File: config.mk
export PLATFORM = sky130hd
export DESIGN_NAME = uart_word_assembler_flat
export DESIGN_NICKNAME = d
export VERILOG_FILES = /design/src/rtl/uart_word_assembler_if.sv /design/src/rtl/uart_word_assembler.sv /design/src/flat_wrapper.sv
export SDC_FILE = /design/constraint.sdc
export NUM_CORES = 1
export LEC_CHECK = 0
export ABC_AREA = 1
export BUFFER_PORTS_ARGS = -buffer_cell sky130_fd_sc_hd__buf_4
export CORE_MARGIN = 2
export CORE_UTILIZATION = 49
export CTS_CLUSTER_DIAMETER = 200
export DETAILED_ROUTE_END_ITERATION = 6
export GPL_TIMING_DRIVEN = 1
export MAX_ROUTING_LAYER = met4
export PLACE_DENSITY = 0.77
export SETUP_SLACK_MARGIN = 0.3
export SLEW_MARGIN = 20
export SYNTH_ARGS = -nofsm -noshare
export SYNTH_HDL_FRONTEND = slang
export SYNTH_SLANG_ARGS = --single-unit
export TNS_END_PERCENT = 100
File: constraint.sdc
create_clock -name clk -period 1.9 [get_ports clk]
set_clock_uncertainty 0.2 [all_clocks]
set_input_delay 0.285 -clock clk [delete_from_list [all_inputs] [get_ports clk]]
set_output_delay 0.285 -clock clk [all_outputs]
set_load 0.1 [all_outputs]
File: src/rtl/uart_word_assembler_if.sv
// Byte-in / word-out bundle between the UART decoder, the word assembler and the display path.
// The slave modport is the assembler; the master modport is the decoder/consumer side.
interface uart_word_assembler_if #(
    parameter int ERR_CNT_W = 8
);
    logic                 en;
    logic [7:0]           rx_data;
    logic                 rx_valid;
    logic                 rx_ferror;
    logic                 rx_perror;
    logic [15:0]          word;
    logic                 word_valid;
    logic                 word_error;
    logic                 word_timeout;
    logic                 busy;
    logic [ERR_CNT_W-1:0] err_count;
    logic [15:0]          display_data;

    modport slave (
        input  en, rx_data, rx_valid, rx_ferror, rx_perror,
        output word, word_valid, word_error, word_timeout, busy, err_count, display_data
    );

    modport master (
        output en, rx_data, rx_valid, rx_ferror, rx_perror,
        input  word, word_valid, word_error, word_timeout, busy, err_count, display_data
    );
endinterface

File: src/rtl/uart_word_assembler.sv
// Reassembles MS then LS received bytes into a 16-bit word, counts aborted words, drives 7-seg data.
// Define WORD_TIMEOUT_EN to abort a word whose LS byte fails to arrive within TIMEOUT_CYCLES.
module uart_word_assembler #(
    parameter int          TIMEOUT_CYCLES = 50000,
    parameter int          ERR_CNT_W      = 8,
    parameter logic [15:0] ERR_GLYPH      = 16'hBBBB
) (
    input  logic clk,
    input  logic reset,
    uart_word_assembler_if.slave bus
);
    typedef enum logic {S_MS = 1'b0, S_LS = 1'b1} state_t;

    state_t               state_q, state_d;
    logic [7:0]           ms_q, ms_d;
    logic [15:0]          word_q, word_d;
    logic                 word_valid_q, word_valid_d;
    logic                 word_error_q, word_error_d;
    logic                 word_timeout_q, word_timeout_d;
    logic                 err_latched_q, err_latched_d;
    logic [ERR_CNT_W-1:0] err_count_q, err_count_d;
    logic                 byte_ok, byte_bad, abort;

`ifdef WORD_TIMEOUT_EN
    localparam int CNT_W = (TIMEOUT_CYCLES > 1) ? $clog2(TIMEOUT_CYCLES) : 1;
    localparam logic [CNT_W-1:0] CNT_LAST = CNT_W'(TIMEOUT_CYCLES - 1);
    logic [CNT_W-1:0] cnt_q, cnt_d;

    always_ff @(posedge clk or posedge reset) begin
        if (reset) cnt_q <= '0;
        else       cnt_q <= cnt_d;
    end
`endif

    assign byte_ok  = bus.rx_valid & ~bus.rx_ferror & ~bus.rx_perror;
    assign byte_bad = bus.rx_valid & (bus.rx_ferror | bus.rx_perror);

    always_ff @(posedge clk or posedge reset) begin
        if (reset) begin
            state_q        <= S_MS;
            ms_q           <= '0;
            word_q         <= '0;
            word_valid_q   <= 1'b0;
            word_error_q   <= 1'b0;
            word_timeout_q <= 1'b0;
            err_latched_q  <= 1'b0;
            err_count_q    <= '0;
        end else begin
            state_q        <= state_d;
            ms_q           <= ms_d;
            word_q         <= word_d;
            word_valid_q   <= word_valid_d;
            word_error_q   <= word_error_d;
            word_timeout_q <= word_timeout_d;
            err_latched_q  <= err_latched_d;
            err_count_q    <= err_count_d;
        end
    end

    always_comb begin
        state_d        = state_q;
        ms_d           = ms_q;
        word_d         = word_q;
        word_valid_d   = 1'b0;
        word_error_d   = 1'b0;
        word_timeout_d = 1'b0;
        err_latched_d  = err_latched_q;
        err_count_d    = err_count_q;
        abort          = 1'b0;
`ifdef WORD_TIMEOUT_EN
        cnt_d          = cnt_q;
`endif
        // Disabling drops any half-assembled word silently; no error is recorded.
        if (!bus.en) begin
            state_d = S_MS;
        end else begin
            case (state_q)
                S_MS: begin
                    if (byte_ok) begin
                        ms_d    = bus.rx_data;
                        state_d = S_LS;
`ifdef WORD_TIMEOUT_EN
                        cnt_d   = '0;
`endif
                    end else if (byte_bad) begin
                        abort = 1'b1;
                    end
                end
                S_LS: begin
                    if (byte_ok) begin
                        word_d        = {ms_q, bus.rx_data};
                        word_valid_d  = 1'b1;
                        err_latched_d = 1'b0;
                        state_d       = S_MS;
                    end else if (byte_bad) begin
                        abort   = 1'b1;
                        state_d = S_MS;
                    end
`ifdef WORD_TIMEOUT_EN
                    // An arriving byte on the expiry cycle takes priority over the timeout.
                    else if (cnt_q == CNT_LAST) begin
                        abort          = 1'b1;
                        word_timeout_d = 1'b1;
                        state_d        = S_MS;
                    end else begin
                        cnt_d = cnt_q + 1'b1;
                    end
`endif
                end
                default: state_d = S_MS;
            endcase
        end

        if (abort) begin
            word_error_d  = 1'b1;
            err_latched_d = 1'b1;
            if (err_count_q != {ERR_CNT_W{1'b1}})
                err_count_d = err_count_q + 1'b1;
        end
    end

    assign bus.word         = word_q;
    assign bus.word_valid   = word_valid_q;
    assign bus.word_error   = word_error_q;
    assign bus.word_timeout = word_timeout_q;
    assign bus.busy         = (state_q == S_LS);
    assign bus.err_count    = err_count_q;
    assign bus.display_data = err_latched_q ? ERR_GLYPH : word_q;
endmodule

File: src/flat_wrapper.sv
// flat-port wrapper written by rule: the top's interface ports become plain ports
module uart_word_assembler_flat 
#(
    parameter int          TIMEOUT_CYCLES = 50000,
    parameter int          ERR_CNT_W      = 8,
    parameter logic [15:0] ERR_GLYPH      = 16'hBBBB
)
  (clk, reset, bus_en, bus_rx_data, bus_rx_valid, bus_rx_ferror, bus_rx_perror, bus_word, bus_word_valid, bus_word_error, bus_word_timeout, bus_busy, bus_err_count, bus_display_data);
  uart_word_assembler_if #(.ERR_CNT_W(ERR_CNT_W)) bus_i ();
  input  logic clk;
  input  logic reset;
  input wire logic [$bits(bus_i.en)-1:0] bus_en;
  input wire logic [$bits(bus_i.rx_data)-1:0] bus_rx_data;
  input wire logic [$bits(bus_i.rx_valid)-1:0] bus_rx_valid;
  input wire logic [$bits(bus_i.rx_ferror)-1:0] bus_rx_ferror;
  input wire logic [$bits(bus_i.rx_perror)-1:0] bus_rx_perror;
  output wire logic [$bits(bus_i.word)-1:0] bus_word;
  output wire logic [$bits(bus_i.word_valid)-1:0] bus_word_valid;
  output wire logic [$bits(bus_i.word_error)-1:0] bus_word_error;
  output wire logic [$bits(bus_i.word_timeout)-1:0] bus_word_timeout;
  output wire logic [$bits(bus_i.busy)-1:0] bus_busy;
  output wire logic [$bits(bus_i.err_count)-1:0] bus_err_count;
  output wire logic [$bits(bus_i.display_data)-1:0] bus_display_data;
  assign bus_i.en = bus_en;
  assign bus_i.rx_data = bus_rx_data;
  assign bus_i.rx_valid = bus_rx_valid;
  assign bus_i.rx_ferror = bus_rx_ferror;
  assign bus_i.rx_perror = bus_rx_perror;
  assign bus_word = bus_i.word;
  assign bus_word_valid = bus_i.word_valid;
  assign bus_word_error = bus_i.word_error;
  assign bus_word_timeout = bus_i.word_timeout;
  assign bus_busy = bus_i.busy;
  assign bus_err_count = bus_i.err_count;
  assign bus_display_data = bus_i.display_data;
  uart_word_assembler #(.TIMEOUT_CYCLES(TIMEOUT_CYCLES), .ERR_CNT_W(ERR_CNT_W), .ERR_GLYPH(ERR_GLYPH)) u_core (.clk(clk), .reset(reset), .bus(bus_i));
endmodule
# Yosys cells after proc, flatten, opt, wreduce, memory -nomap -nowiden
# Index checks and enable logic that the tools add are counted.
# word_totals
ff_bits,36
elab_cells,39
inputBits,14
out_inout_bits,44
# op_classes
n_eq_ne,1
n_mux,16
addsub,1
n_reduce_logical,7
bitwise,7
# ops
cell,n
two-way mux 16 bit,1
two-way mux 1 bit,14
AND reduction 3 bit,3
"adder 8 x 1 -> 8 bit, second input constant",1
"inequality test 8 bit, second input constant",1
nonzero test 2 bit,3
AND 1 bit,3
NOT 1 bit,3
case mux 1 bit (2 select lines),1
AND reduction 2 bit,1
OR 1 bit,1

# Logic depth before layout (Yosys ltp)
# logic_depth
ltp_word,7
ltp_mapped,8
ltp_nobuf,8

# Worst setup path before layout
# OpenSTA, ideal clock, no wires.
# synth_timing
path_type,register to output
start,"register u_core.word_q[10], in the netlist u_core.bus.word[10]"
end,output port bus_display_data[10]
n_path_buf,0
t_required_ns,1.415
path_stages_with_launch,3
setup_slack_ns,-0.892
arrival_time_ns,2.307
cell_sequence,dfrtp_1 inv_1 nor2_1
# synth_via
elab_chain_len,1
# synth_rtl
item,line,source
from (decl),uart_word_assembler.sv:16,"logic [15:0] word_q, word_d;"
from (signal assigned),uart_word_assembler.sv:51,word_q <= word_d;
two-way mux 16 bit,uart_word_assembler.sv:128,assign bus.display_data = err_latched_q ? ERR_GLYPH : word_q;
to (decl),flat_wrapper.sv:23,output wire logic [$bits(bus_i.display_data)-1:0] bus_display_data;
# No other way between the ends.

# Worst setup path in the final report
# layout_timing
start,register u_core.err_latched_q
end,output port bus_display_data[0]
# layout_via
elab_chain_len,1
# layout_rtl
item,line,source
from (decl),uart_word_assembler.sv:20,"logic err_latched_q, err_latched_d;"
from (signal assigned),uart_word_assembler.sv:55,err_latched_q <= err_latched_d;
two-way mux 16 bit,uart_word_assembler.sv:128,
# No other way between the ends.

==> flow_summary.ini <==
[detailed_routing]
vias_per_cell = 4.841
route.vias.total = 1491
first_pass_iters = 4
wirelength_mm = 4.267
wire_per_inst_microns = 13.85
drtIter0Drc = 56
final_antenna_net_count = 0
drc = 0

[worst_setup_path]
crit_chain = buf_12 -> or2_4 -> buf_12
path_max_fanout = 12
critPathBufInv = 2
r2r_slack_ps = 430
arrival_ps = 1390
cp_top_family = flip-flops
worst_setup_path_start_kind = flip-flop
critPathRequiredTime_ps = 1410
cpMaxStageDelayCell = dfrtp_1
setup.worst_path.end_class = output port
criticalPathCategory = flip-flop to output port
cp_common_cell = buf_12
cpPeakStageDelay_ps = 450

[yosys]
ys_seq_area_frac = 0.5221
yosys.area_share.adder = 0.007252
postSynthAreaPerCell_sq_um = 8.940
ys_ff_latch = 36
yosys_warnings = 0
synthesis.instances = 193
synth_xor_area_frac = 0.01523
synth_nets = 208
synth_top_family_by_area = simple AND/OR/NAND/NOR gates
synth-simple-area-share = 0.2531
synth_compound_gate_area_share = 0.1073
ys_types = 24
synthMuxAreaShare = 0
syn_area_sq_mm = 0.001725

[sta]
worst_slack_ps = 20.23
fmax_mhz = 532.0
period_share = 0.9894
grt_setup_unrepaired = yes
slew_viol_final = 0
setup_tns_ps = 0
finalSetupViolCount = 0
finalCriticalPeriod_ps = 1880
hold_viol_final = 0

[power_and_ir_drop]
irDropWorstVdd_mv = 1.412
leakage_nw = 1.279
power_density_mw_per_mm2 = 997.7

[grt]
antenna_found_initial = 0
grt_overflow_total = 0
grt_max_degree = 37
grt.total_usage = 0.2236
grt_pass1_wl_mm = 6.658
grt_pass1_vias = 1378

[floorplanning]
core_sq_mm = 0.003363
rows = 21
die_w_microns = 63.34
die_h_microns = 63.34
start_util = 0.5130
ios = 58
fp.dieArea_sq_mm = 0.004012

[clocking]
cts_tree = built
ctsLongestPathBuffers = 2
cts_root_buffer = clkbuf_4
clock-sinks = 36
h-tree-depth = 2
cts_made_buffers = 5
insertion_delay_ps = 350
clkTransAtPathRegs_ps = 110

[placed_design]
place_hpwl_mm = 2.545
post-place-ws_ps = 199.0
globalplace.congestion = 0.8028
post_dp_cell_area_sq_mm = 0.002379
io_buffer_count = 56

[final_layout]
nets = 276
num_antenna_cells = 0
synthToLayoutAreaGrowth_pct = 60.48
drive_above_1_share = 0.5534
postLayoutCellArea_sq_mm = 0.002769

[run]
maxCapViolCount = 0

[outcome]
status = finished clean

[min_path]
hold_path.class = primary input to flip-flop
-- placed cells by master (no fill, tap or decap) --
master	netlist	final
clkinvlp_4	0	1
clkbuf_8	0	1
nand2_1	62	56
buf_8	0	2
nor2_1	11	7
nand2_2	3	3
nand4_1	2	2
dfrtp_2	0	16
o21ai_2	16	16
nor2_4	2	7
buf_4	1	34
dfrtp_1	36	11
nand3_1	4	4
buf_6	2	11
conb_1	1	1
dlygate4sd3_1	0	2
xor2_1	2	2
inv_1	25	20
inv_4	2	2
nand2_8	0	5
nand2_4	1	2
buf_12	1	17
inv_2	0	4
clkbuf_1	1	2
ha_4	0	1
or2_4	0	7
o21ai_1	1	1
nand4_4	1	1
o21ai_0	8	8
xnor2_1	1	1
clkbuf_4	0	5
dfrtp_4	0	9
nor2_2	2	1
-- cell families (layout without fill, tap and decap cells) --
| group | count (synthesis) | after routing |
|---|---|---|
| AND/OR/NAND/NOR | 95 | 95 |
| flip-flops | 36 | 36 |
| buffers and inverters | 32 | 101 |
| AO/OA/AOI/OAI | 25 | 25 |
| XOR/XNOR | 3 | 3 |
| adder cells (fa/ha/maj) | 1 | 1 |
| other | 1 | 1 |
-- cells in the mapped netlist, drive strengths merged --
master | n | area [sq um]
nor2 | 15 | 76.32
clkbuf | 1 | 3.750
xnor2 | 1 | 8.760
nand2 | 66 | 262.8
nand3 | 4 | 20.02
or2 | 7 | 43.79
nand4 | 3 | 33.78
inv | 27 | 106.4
dfrtp | 36 | 900.9
buf | 4 | 50.05
o21ai | 25 | 185.2
xor2 | 2 | 17.52
conb | 1 | 3.750
ha | 1 | 12.51
-- state kept, by name, summed over array words and instances, names as in the netlist --
signal and count:
u_core.bus.busy 1, u_core.ms_q 8, u_core.bus.word_error 1, u_core.bus.word 16, u_core.bus.err_count 8, u_core.err_latched_q 1
u_core.bus.word_valid 1
-- report_power, final --
| part | switching, W | total (W) | leakage, nW | internal [W] |
|---|---|---|---|---|
| Sequential | 0.000133 | 0.00105 | 0.417 | 0.000920 |
| Clock | 0.000252 | 0.000435 | 0.0326 | 0.000183 |
| Combinational | 0.000956 | 0.00127 | 0.830 | 0.000319 |
| Total | 0.00134 | 0.00276 | 1.28 | 0.00142 |
-- layout make-up --
class	count	area, sq um
fillers	220	594.3
multi-input cells	125	818.3
flip-flops and latches	36	954.7
well taps	46	57.56
clock buffers	8	58.81
inverters	27	110.1
repair buffers	66	769.5
-- path summary, 6_finish.rpt --
| kind | from | depth (start not counted) | endpoint |
|---|---|---|---|
| max in group asynchronous | reset | 4 | u_core.bus.word[6] |
| worst max-delay path | u_core.err_latched_q | 3 | bus_display_data[0] |
| worst min-delay path | bus_rx_data[4] | 3 | u_core.ms_q[4] |
| worst min register to register | u_core.ms_q[0] | 2 | u_core.ms_q[0] |
| worst max register to register | u_core.bus.err_count[0] | 8 | u_core.bus.err_count[1] |
| min in group asynchronous | reset | 4 | u_core.bus.word[13] |
-- per-stage QoR --
step / hold WS, ps / instances / total power [W] / util
2_1_floorplan: 188.6 / 193 / 0.002014 / -
4_1_cts: 5.160 / 305 / 0.002734 / 0.7894
3_3_place_gp: 219.6 / 293 / 0.002237 / 0.7072
3_5_place_dp: 226.3 / 293 / 0.002254 / 0.7072
5_1_grt: -4.174 / 308 / 0.002888 / 0.8233
6_report: 4.457 / 308 / 0.002763 / 0.8233
-- worst reg2reg max path, delay by kind of cell, from the launching register on --
family                   cells  cell delay [ps]
adder cells (fa/ha/maj)      1              190
buffers and inverters        2              160
flip-flops                   1              530
AND/OR/NAND/NOR              5              340
-- routing by layer --
layer / share of wire / up-vias / track usage
met5: 0 / - / -
met4: 0.012 / 0 / 0.06522
met3: 0.052 / 5 / 0.06071
met2: 0.52 / 45 / 0.3447
met1: 0.42 / 717 / 0.2913
li1: - / 724 / -
-- timing repair --
action | in CTS | in global routing
resized for setup | 46 | 21
pin swaps | 0 | 1
hold buffers | 2 | 0
endpoints found under the hold margin | 37 | 0
setup buffers | 2 | 3
endpoints found under the setup margin | 20 | 28
Note: power is estimated with default switching activity, not from simulation.
